**config.mk**
```make
export PLATFORM = sky130hd
export DESIGN_NAME = mem_arbiter_flat
export DESIGN_NICKNAME = d
export VERILOG_FILES = /design/src/rtl/mem_pkg.sv /design/src/rtl/mem_arbiter_if.sv /design/src/rtl/rr_arbiter2.sv /design/src/rtl/mem_arbiter.sv /design/src/flat_wrapper.sv
export SDC_FILE = /design/constraint.sdc
export NUM_CORES = 1
export LEC_CHECK = 0
export ABC_AREA = 1
export CAP_MARGIN = 20
export CORE_MARGIN = 2
export CORE_UTILIZATION = 41
export DETAILED_ROUTE_END_ITERATION = 10
export PLACE_DENSITY_LB_ADDON = 0.08
export REMOVE_ABC_BUFFERS = 1
export SYNTH_ARGS = -nofsm -noshare
export SYNTH_HDL_FRONTEND = slang
export SYNTH_SLANG_ARGS = --single-unit
```
**constraint.sdc**
```tcl
create_clock -name clk -period 1.7 [get_ports clk]
set_input_delay 0.34 -clock clk [delete_from_list [all_inputs] [get_ports clk]]
set_output_delay 0.34 -clock clk [all_outputs]
set_load 0.05 [all_outputs]
```
**src/rtl/mem_pkg.sv**
```systemverilog
// mem_pkg: shared sizes, fault bit positions, FSM states and port selector for the memory arbiter
package mem_pkg;
    localparam logic [1:0] MEM_OP_SIZE_BYTE      = 2'b00;
    localparam logic [1:0] MEM_OP_SIZE_HALF_WORD = 2'b01;
    localparam logic [1:0] MEM_OP_SIZE_WORD      = 2'b10;
    localparam int FAULT_OP     = 2;
    localparam int FAULT_ADDR   = 1;
    localparam int FAULT_ACCESS = 0;
    typedef enum logic [1:0] {IDLE, ACCESS, RESP} state_e;
    typedef enum logic {PORT_INSTR = 1'b0, PORT_DATA = 1'b1} port_sel_e;
    function automatic logic [2:0] fault_vec(input logic op, input logic addr, input logic access_n);
        logic [2:0] f;
        f[FAULT_OP]     = op;
        f[FAULT_ADDR]   = addr;
        f[FAULT_ACCESS] = ~access_n;
        return f;
    endfunction
endpackage

```
**src/rtl/mem_arbiter_if.sv**
```systemverilog
// mem_arbiter_if: instruction port, data port and memory-side bus of the arbiter
interface mem_arbiter_if;
    logic        i_req;
    logic [31:0] i_addr;
    logic        i_ready;
    logic        i_rsp_valid;
    logic [31:0] i_rdata;
    logic [2:0]  i_fault;
    logic        d_req;
    logic        d_is_write;
    logic        d_is_unsigned;
    logic [1:0]  d_op_size;
    logic [31:0] d_addr;
    logic [31:0] d_wdata;
    logic        d_ready;
    logic        d_rsp_valid;
    logic [31:0] d_rdata;
    logic [2:0]  d_fault;
    logic        mem_enable_n;
    logic        mem_is_write;
    logic        mem_is_unsigned;
    logic [1:0]  mem_op_size;
    logic [31:0] mem_addr;
    logic [31:0] mem_in;
    logic [31:0] mem_out;
    logic        mem_op_fault;
    logic        mem_addr_fault;
    logic        mem_access_fault_n;
    modport slave (
        input  i_req, i_addr, d_req, d_is_write, d_is_unsigned, d_op_size, d_addr, d_wdata,
               mem_out, mem_op_fault, mem_addr_fault, mem_access_fault_n,
        output i_ready, i_rsp_valid, i_rdata, i_fault, d_ready, d_rsp_valid, d_rdata, d_fault,
               mem_enable_n, mem_is_write, mem_is_unsigned, mem_op_size, mem_addr, mem_in
    );
    modport master (
        output i_req, i_addr, d_req, d_is_write, d_is_unsigned, d_op_size, d_addr, d_wdata,
               mem_out, mem_op_fault, mem_addr_fault, mem_access_fault_n,
        input  i_ready, i_rsp_valid, i_rdata, i_fault, d_ready, d_rsp_valid, d_rdata, d_fault,
               mem_enable_n, mem_is_write, mem_is_unsigned, mem_op_size, mem_addr, mem_in
    );
endinterface

```
**src/rtl/rr_arbiter2.sv**
```systemverilog
// rr_arbiter2: two-way round-robin grant whose history only advances on an accepted request
module rr_arbiter2 import mem_pkg::*; #(
    parameter logic RST_PRIO = 1'b1
) (
    input  logic       clk,
    input  logic       reset_n,
    input  logic [1:0] req,
    input  logic       accept,
    output port_sel_e  grant
);
    port_sel_e last;
    // contention goes to the port not served last; a lone requester always wins
    always_comb grant = (req == 2'b11) ? port_sel_e'(~last) : (req[1] ? PORT_DATA : PORT_INSTR);
    // remember who was served; reset points away from the favoured port so it wins first
    always_ff @(posedge clk or negedge reset_n) begin
        if (!reset_n) last <= port_sel_e'(~RST_PRIO);
        else if (accept) last <= grant;
    end
endmodule

```
**src/rtl/mem_arbiter.sv**
```systemverilog
// mem_arbiter: shares one memory between instruction and data ports, one access per two cycles
module mem_arbiter import mem_pkg::*; #(
    parameter logic RST_PRIO = 1'b1
) (
    input logic        clk,
    input logic        reset_n,
    mem_arbiter_if.slave bus
);
    state_e      state, state_next;
    port_sel_e   grant, owner;
    logic        accept;
    logic [2:0]  fault;
    logic [31:0] rdata;

    rr_arbiter2 #(.RST_PRIO(RST_PRIO)) u_rr (
        .clk(clk),
        .reset_n(reset_n),
        .req({bus.d_req, bus.i_req}),
        .accept(accept),
        .grant(grant)
    );

    // handshake and next state: a new request is taken whenever no access is on the bus
    always_comb begin
        accept      = (state != ACCESS) && (bus.i_req || bus.d_req);
        bus.i_ready = accept && grant == PORT_INSTR;
        bus.d_ready = accept && grant == PORT_DATA;
        state_next  = accept ? ACCESS : (state == ACCESS ? RESP : IDLE);
    end

    // state register
    always_ff @(posedge clk or negedge reset_n) begin
        if (!reset_n) state <= IDLE;
        else state <= state_next;
    end

    // memory-side request registers: loaded on accept, strobe low only for the following cycle
    always_ff @(posedge clk or negedge reset_n) begin
        if (!reset_n) begin
            bus.mem_enable_n    <= 1'b1;
            bus.mem_is_write    <= 1'b0;
            bus.mem_is_unsigned <= 1'b0;
            bus.mem_op_size     <= '0;
            bus.mem_addr        <= '0;
            bus.mem_in          <= '0;
            owner               <= PORT_INSTR;
        end else begin
            bus.mem_enable_n <= !accept;
            if (accept) begin
                owner               <= grant;
                bus.mem_is_write    <= grant == PORT_DATA && bus.d_is_write;
                bus.mem_is_unsigned <= grant == PORT_DATA ? bus.d_is_unsigned : 1'b1;
                bus.mem_op_size     <= grant == PORT_DATA ? bus.d_op_size : MEM_OP_SIZE_WORD;
                bus.mem_addr        <= grant == PORT_DATA ? bus.d_addr : bus.i_addr;
                bus.mem_in          <= grant == PORT_DATA ? bus.d_wdata : '0;
            end
        end
    end

    // response value: only a fault-free read returns memory data
    always_comb begin
        fault = fault_vec(bus.mem_op_fault, bus.mem_addr_fault, bus.mem_access_fault_n);
        rdata = (|fault || bus.mem_is_write) ? '0 : bus.mem_out;
    end

    // capture at the end of RESP into the owning port; valid lasts exactly one cycle
    always_ff @(posedge clk or negedge reset_n) begin
        if (!reset_n) begin
            bus.i_rsp_valid <= 1'b0;
            bus.i_rdata     <= '0;
            bus.i_fault     <= '0;
            bus.d_rsp_valid <= 1'b0;
            bus.d_rdata     <= '0;
            bus.d_fault     <= '0;
        end else begin
            bus.i_rsp_valid <= state == RESP && owner == PORT_INSTR;
            bus.d_rsp_valid <= state == RESP && owner == PORT_DATA;
            if (state == RESP && owner == PORT_INSTR) begin
                bus.i_rdata <= rdata;
                bus.i_fault <= fault;
            end
            if (state == RESP && owner == PORT_DATA) begin
                bus.d_rdata <= rdata;
                bus.d_fault <= fault;
            end
        end
    end
endmodule

```
**src/flat_wrapper.sv**
```systemverilog
// flat-port wrapper written by rule: the top's interface ports become plain ports
module mem_arbiter_flat import mem_pkg::*;
#(
    parameter logic RST_PRIO = 1'b1
)
  (clk, reset_n, bus_i_req, bus_i_addr, bus_d_req, bus_d_is_write, bus_d_is_unsigned, bus_d_op_size, bus_d_addr, bus_d_wdata, bus_mem_out, bus_mem_op_fault, bus_mem_addr_fault, bus_mem_access_fault_n, bus_i_ready, bus_i_rsp_valid, bus_i_rdata, bus_i_fault, bus_d_ready, bus_d_rsp_valid, bus_d_rdata, bus_d_fault, bus_mem_enable_n, bus_mem_is_write, bus_mem_is_unsigned, bus_mem_op_size, bus_mem_addr, bus_mem_in);
  mem_arbiter_if bus_i ();
  input logic clk;
  input logic reset_n;
  input wire logic [$bits(bus_i.i_req)-1:0] bus_i_req;
  input wire logic [$bits(bus_i.i_addr)-1:0] bus_i_addr;
  input wire logic [$bits(bus_i.d_req)-1:0] bus_d_req;
  input wire logic [$bits(bus_i.d_is_write)-1:0] bus_d_is_write;
  input wire logic [$bits(bus_i.d_is_unsigned)-1:0] bus_d_is_unsigned;
  input wire logic [$bits(bus_i.d_op_size)-1:0] bus_d_op_size;
  input wire logic [$bits(bus_i.d_addr)-1:0] bus_d_addr;
  input wire logic [$bits(bus_i.d_wdata)-1:0] bus_d_wdata;
  input wire logic [$bits(bus_i.mem_out)-1:0] bus_mem_out;
  input wire logic [$bits(bus_i.mem_op_fault)-1:0] bus_mem_op_fault;
  input wire logic [$bits(bus_i.mem_addr_fault)-1:0] bus_mem_addr_fault;
  input wire logic [$bits(bus_i.mem_access_fault_n)-1:0] bus_mem_access_fault_n;
  output wire logic [$bits(bus_i.i_ready)-1:0] bus_i_ready;
  output wire logic [$bits(bus_i.i_rsp_valid)-1:0] bus_i_rsp_valid;
  output wire logic [$bits(bus_i.i_rdata)-1:0] bus_i_rdata;
  output wire logic [$bits(bus_i.i_fault)-1:0] bus_i_fault;
  output wire logic [$bits(bus_i.d_ready)-1:0] bus_d_ready;
  output wire logic [$bits(bus_i.d_rsp_valid)-1:0] bus_d_rsp_valid;
  output wire logic [$bits(bus_i.d_rdata)-1:0] bus_d_rdata;
  output wire logic [$bits(bus_i.d_fault)-1:0] bus_d_fault;
  output wire logic [$bits(bus_i.mem_enable_n)-1:0] bus_mem_enable_n;
  output wire logic [$bits(bus_i.mem_is_write)-1:0] bus_mem_is_write;
  output wire logic [$bits(bus_i.mem_is_unsigned)-1:0] bus_mem_is_unsigned;
  output wire logic [$bits(bus_i.mem_op_size)-1:0] bus_mem_op_size;
  output wire logic [$bits(bus_i.mem_addr)-1:0] bus_mem_addr;
  output wire logic [$bits(bus_i.mem_in)-1:0] bus_mem_in;
  assign bus_i.i_req = bus_i_req;
  assign bus_i.i_addr = bus_i_addr;
  assign bus_i.d_req = bus_d_req;
  assign bus_i.d_is_write = bus_d_is_write;
  assign bus_i.d_is_unsigned = bus_d_is_unsigned;
  assign bus_i.d_op_size = bus_d_op_size;
  assign bus_i.d_addr = bus_d_addr;
  assign bus_i.d_wdata = bus_d_wdata;
  assign bus_i.mem_out = bus_mem_out;
  assign bus_i.mem_op_fault = bus_mem_op_fault;
  assign bus_i.mem_addr_fault = bus_mem_addr_fault;
  assign bus_i.mem_access_fault_n = bus_mem_access_fault_n;
  assign bus_i_ready = bus_i.i_ready;
  assign bus_i_rsp_valid = bus_i.i_rsp_valid;
  assign bus_i_rdata = bus_i.i_rdata;
  assign bus_i_fault = bus_i.i_fault;
  assign bus_d_ready = bus_i.d_ready;
  assign bus_d_rsp_valid = bus_i.d_rsp_valid;
  assign bus_d_rdata = bus_i.d_rdata;
  assign bus_d_fault = bus_i.d_fault;
  assign bus_mem_enable_n = bus_i.mem_enable_n;
  assign bus_mem_is_write = bus_i.mem_is_write;
  assign bus_mem_is_unsigned = bus_i.mem_is_unsigned;
  assign bus_mem_op_size = bus_i.mem_op_size;
  assign bus_mem_addr = bus_i.mem_addr;
  assign bus_mem_in = bus_i.mem_in;
  mem_arbiter #(.RST_PRIO(RST_PRIO)) u_core (.clk(clk), .reset_n(reset_n), .bus(bus_i));
endmodule
```
==> impl_metrics.yaml, run 1 <==
place:
  dp_slack_ns: -0.360
  dp_cells: 1157
  port_buffers: 281
  dp_hpwl_um: 12400
  place_congestion: 0.797
synthesis:
  synth_cells: 712
  synth_mux_area_share_pct: 0
  syn_area_per_cell_um2: 8.41
  synth_area_leaders: "dfrtp_1 (60%), nand2_1 (25%), nand3_1 (8.2%)"
  synth_fa_ha_area_share_pct: 0
  ys_types: 16
  synth_compound_area_share_pct: 0.961
  synth_seq_area_share_pct: 60.2
  ys_warn_count: 0
  synth_top_area_share_pct: 59.8
  synth-simple-area-share_pct: 34.2
  synthXorXnorAreaFrac_pct: 0
  yosys.area.top_type: "dfrtp_1"
  synth-seq-cells: 144
  synth_top_family_by_area: "simple AND/OR/NAND/NOR gates"
  syn-cell-area_um2: 5990
final_layout:
  fin_nets: 1141
  antenna_cells: 0
  final-instance-count-excl-fill: 1199
  layout_commonest_cell: "nand2_1"
  drive_above_1_share_pct: 21.5
  final_util_pct: 65.6
  area.growth.synth_to_final_pct: 57.9
  fill_cells: 1214
  layout_common_cells: "nand2_1 (400), buf_4 (168), dfrtp_1 (143), clkdlybuf4s50_1 (135), nand3_1 (98)"
sta:
  hold_viol: 0
  clock_skew_ns: 0.0117
  slew_violations: 0
  setup_tns_ns: -0.0297
  period_minus_slack_ns: 1.73
  slew_headroom_pct: 72.1
  min_period_over_period_pct: 102
  finalWorstSetupSlack_ns: -0.0297
  max_slew.worst_pin.slew_ns: 0.418
  setup_viol: 1
  fmax_ghz: 0.578
  rsz0062_at_grt: "true"
routing:
  routedWlPerCell_um: 14.9
  vias: 5621
  via_per_inst: 4.69
  routed_wl_um: 17800
  first_pass_iters: 4
  drtIter0Drc: 285
  drc: 0
  postRouteAntennaNets: 0
die:
  initial_utilization_pct: 41.5
  coreArea_um2: 14400
  fp.dieH_um: 125
  dieArea_um2: 15600
  chipWidth_um: 125
  core.rowCount: 44
  ios: 282
clock_network:
  tritoncts: "built"
  insertion_delay_ns: 0.42
  cts.sinks: 144
  clockBufferDepth: 2
  htreeDepth: 4
  cts_buffers: 17
  path_clk_slew_ns: 0.06
  root_buffer: "clkbuf_16"
grt:
  antenna_found_initial: 0
  grt_pass1_wl_um: 29100
  grt.overflow.total: 0
  grt_start_max_net_pins: 63
  first_global_vias: 5544
  track_usage_pct: 23.6
worst_setup_path:
  critPathLaunchType: "flop"
  path_buf_inv: 3
  required_ns: 1.36
  worstPathCellList: "inv_2 > nor2_4 > nor2_4 > inv_2 > a21oi_4 > buf_12"
  worstPathMaxFanout: 3
  cpLargestDelayFamily: "flip-flops"
  path_class: "flop to output pin"
  cpMaxStageDelayCell: "dfrtp_1"
  slowest_delay_ns: 0.37
  endpoint_kind: "output pin"
  arrival_ns: 1.39
pwr:
  pwr_density_cell_nw_per_um2: 2110
  power_leakage_nw: 5.17
  vdd.ir_drop.worst_mv: 1.13
  power_mw: 19.9
status:
  violations: "setup timing"
  status: "complete, but fails checks"
worst_hold_path:
  min_path_type: "input pin to asynchronous set/reset pin"
flow_run:
  maxCapViolCount: 0
cell usage after synthesis:
cell / n
buf_2: 29
inv_1: 7
dfrtp_1: 143
clkbuf_1: 5
buf_4: 7
o21ai_0: 9
nor2_4: 2
a21oi_1: 1
nand3_1: 98
dfstp_2: 1
nand2_1: 400
nor2_2: 3
nand2_2: 2
inv_2: 1
o21bai_1: 1
buf_6: 3
power by group:
group / total [mW] / switching [mW] / internal (mW)
logic: 10.3 / 7.32 / 2.98
registers: 5.56 / 0.792 / 4.77
clock network: 4.07 / 1.41 / 2.66
cell families after synthesis:
| group | Yosys count |
|---|---|
| and+or+nand+nor | 505 |
| DFF | 144 |
| buffers and inverters | 52 |
| AOI/OAI and AO/OA | 11 |
registers in the layout (all words and copies together), names as in the netlist:
name / cells
u_core.bus.d_fault: 3
u_core.bus.d_rdata: 32
u_core.bus.d_rsp_valid: 1
u_core.bus.i_fault: 3
u_core.bus.i_rdata: 32
u_core.bus.i_rsp_valid: 1
u_core.bus.mem_addr: 32
u_core.bus.mem_enable_n: 1
u_core.bus.mem_in: 32
u_core.bus.mem_is_unsigned: 1
u_core.bus.mem_is_write: 1
u_core.bus.mem_op_size: 2
u_core.owner: 1
u_core.state: 2
cell type report:
| type | instances | area (um2) | area share, % |
|---|---|---|---|
| well taps | 184 | 230 | 2.43 |
| clock buffers | 24 | 502 | 5.31 |
| multi-input cells | 516 | 2120 | 22.5 |
| inverters | 8 | 30.0 | 0.318 |
| clock inverters | 8 | 150 | 1.59 |
| repair buffers | 315 | 2820 | 29.8 |
| flip-flops and latches | 144 | 3600 | 38.1 |
path summary, 6_finish.rpt:
path                                                            start                                    end  slack [ns]  depth (start not counted)
worst max-delay path                        u_core.state[0]$_DFF_PN0_                            bus_i_ready       -0.03                          6
worst min-delay path                                          reset_n     u_core.bus.d_rdata[12]$_DFFE_PN0P_        0.39                          2
worst max register to register              u_core.state[1]$_DFF_PN0_       u_core.bus.mem_in[4]$_DFFE_PN0N_        0.17                          9
worst min register to register  u_core.bus.mem_op_size[0]$_DFFE_PN0N_  u_core.bus.mem_op_size[0]$_DFFE_PN0N_        0.47                          2
max in group asynchronous                                     reset_n      u_core.bus.mem_enable_n$_DFF_PN1_        0.73                          3
min in group clk                                     bus_d_op_size[0]  u_core.bus.mem_op_size[0]$_DFFE_PN0N_        0.46                          3
worst register-to-register path, delay by kind of cell (launching register included):
kind / cells / cell delay, ns
AND/OR/NAND/NOR: 4 / 0.44
flip-flops: 1 / 0.41
buffers and inverters: 5 / 0.64
per-stage QoR:
step	hold WS (ns)	cell area, um2
floorplan	0.0444	5740
global placement	0.262	8700
detailed placement	0.259	8700
CTS	0.377	9430
global route	0.401	9460
finish	0.389	9460
routing by layer:
metal	track usage [%]	routed length, um	vias to the layer above
met1	29.8	7540	2574
li1	-	-	2805
met2	37.7	8430	219
met4	7.84	288	0
met3	8.55	1560	23
met5	0	0	-
timing repair:
item,4_1_cts,5_1_grt
gates resized for setup,5,2
setup endpoints to repair,2,2
hold buffers,1,0
pin swaps,3,4
buffers inserted,6,3
hold endpoints to repair,32,0
No activity file was read; power rests on OpenSTA's default activity.
==> run 2, diff against run 1 <==
Settings changed: SETUP_SLACK_MARGIN set to 0.1.
==> run 2 against run 1 <==
  * The run still ends with setup timing left
  * Final area is 1.8% higher
  * Core utilization is 1.2 points higher
  * Non-clock buffer count stayed put
  * Clock skew is 0.0049 ns lower
  * Setup slack worse by 0.00088 ns
  * First-iteration DRC count is 22% higher
  * Global-route usage stayed put
  * Largest cell class unchanged
  * Sequential cell count stayed put
==> impl_metrics.yaml, run 2 (same netlist as run 1, synthesis figures left out) <==
routing:
  routed_wl_um: 17900
  drtIter0Drc: 347
  vias: 5622
  first_pass_iters: 5
  routedWlPerCell_um: 14.9
  via_per_inst: 4.69
  postRouteAntennaNets: 0
  drc: 0
clock_network:
  insertion_delay_ns: 0.42
  root_buffer: "clkbuf_16"
  cts.sinks: 144
  htreeDepth: 4
  cts_buffers: 17
  clockBufferDepth: 2
  path_clk_slew_ns: 0.06
  tritoncts: "built"
worst_setup_path:
  worstPathCellList: "inv_2 > nor2_4 > nor2_4 > inv_2 > a21oi_4 > buf_12"
  worstReg2RegStart: "u_core.state[1]$_DFF_PN0_"
  required_ns: 1.36
  cpMaxStageDelayCell: "dfrtp_1"
  arrival_ns: 1.39
  worstPathMaxFanout: 3
  slowest_delay_ns: 0.37
  critPathLaunchType: "flop"
  crit_path_start: "u_core.state[0]$_DFF_PN0_"
  path_class: "flop to output pin"
  endpoint_kind: "output pin"
grt:
  antenna_found_initial: 0
  busiest_layer: "met2"
  first_global_vias: 5544
  grt_pass1_wl_um: 29100
  met1_usage_pct: 29.8
  met3_usage_pct: 8.55
  track_usage_pct: 23.6
  grt.overflow.total: 0
  gr-usage-met2_pct: 37.7
  grt_start_max_net_pins: 63
pwr:
  power_mw: 20.2
  clock_power_share_pct: 20.1
  seqPwrFrac_pct: 28.0
  pwr_density_cell_nw_per_um2: 2100
  p_comb_share_pct: 51.9
  netSwitchingFraction_pct: 48.1
  power_leakage_nw: 5.29
  p_switching_mw: 9.73
  vdd.ir_drop.worst_mv: 1.14
  internal_power_mw: 10.5
sta:
  slew_headroom_pct: 72.0
  clock_skew_ns: 0.00676
  hold_viol: 0
  period_minus_slack_ns: 1.73
  fmax_ghz: 0.578
  setup_tns_ns: -0.0354
  max_slew.worst_pin.slew_ns: 0.419
  setup_viol: 2
  slew_violations: 0
  finalWorstSetupSlack_ns: -0.0306
  rsz0062_at_grt: "true"
  min_period_over_period_pct: 102
  hold_ws_ns: 0.390
die:
  initial_utilization_pct: 41.5
  coreArea_um2: 14400
  fp.dieH_um: 125
  chipWidth_um: 125
  core.rowCount: 44
  dieArea_um2: 15600
  ios: 282
final_layout:
  fill_cells: 1198
  register_area_um2: 3600
  final_util_pct: 66.7
  multi_input_area_um2: 2280
  antenna_cells: 0
  drive_above_1_share_pct: 24.7
  fin_nets: 1141
  final_area_um2: 9630
  area.growth.synth_to_final_pct: 60.7
  final-instance-count-excl-fill: 1199
  layout_commonest_cell: "nand2_1"
  layout_common_cells: "nand2_1 (367), buf_4 (167), dfrtp_1 (143), clkdlybuf4s50_1 (135), nand3_1 (98)"
place:
  placed_area_um2: 8700
  place_congestion: 0.797
  dp_hpwl_um: 12400
  port_buffers: 281
  dp_cells: 1157
  dp_slack_ns: -0.360
worst_hold_path:
  min_path_type: "input pin to asynchronous set/reset pin"
status:
  violations: "setup timing"
  status: "complete, but fails checks"
flow_run:
  maxCapViolCount: 0
## run 2: path summary, 6_finish.rpt
kind / end / slack [ns] / depth (start not counted)
max reg2reg: u_core.bus.mem_in[18]$_DFFE_PN0N_ / 0.10 / 9
min: u_core.bus.d_rdata[12]$_DFFE_PN0P_ / 0.39 / 2
min reg2reg: u_core.bus.mem_in[20]$_DFFE_PN0N_ / 0.47 / 2
max: bus_i_ready / -0.03 / 6
min in group clk: u_core.bus.mem_op_size[0]$_DFFE_PN0N_ / 0.45 / 3
max in group asynchronous: u_core.bus.i_rdata[27]$_DFFE_PN0P_ / 0.73 / 3
## run 2: what timing repair did
item                       CTS  global route
hold buffers                 1             0
setup endpoints to repair    2             2
pin swaps                    3            27
buffers inserted             6             3
hold endpoints to repair    32             0
gates resized for setup      5            52
## run 2: final cells by class
class	instances	share of cell area [%]
clock buffer	24	5.21
clock inverter	8	1.56
inverter	8	0.312
multi-input combinational	516	23.7
sequential	144	37.4
tap	184	2.39
timing repair buffer	315	29.4
## run 2: routing by layer
layer | part of all wire, % | up-vias
met5 | 0 | -
met4 | 2.0 | 0
met3 | 9.0 | 28
met2 | 47 | 223
met1 | 42 | 2562
li1 | - | 2809
## run 2: worst max-delay path, delay by kind of cell (launching register included)
kind,cells,cell delay [ns]
AO/OA/AOI/OAI,1,0.15
buffers and inverters,3,0.29
flip-flops,1,0.37
AND/OR/NAND/NOR,2,0.16
## run 2: power groups by stage
stage / combinational (mW) / sequential (mW) / clock (mW)
finish: 10.5 / 5.67 / 4.06
global route: 11.1 / 5.84 / 4.28
CTS: 10.4 / 5.57 / 4.13
detailed placement: 10.3 / 5.56 / 0
global placement: 10.2 / 5.56 / 0
floorplan: 1.84 / 10.1 / 0
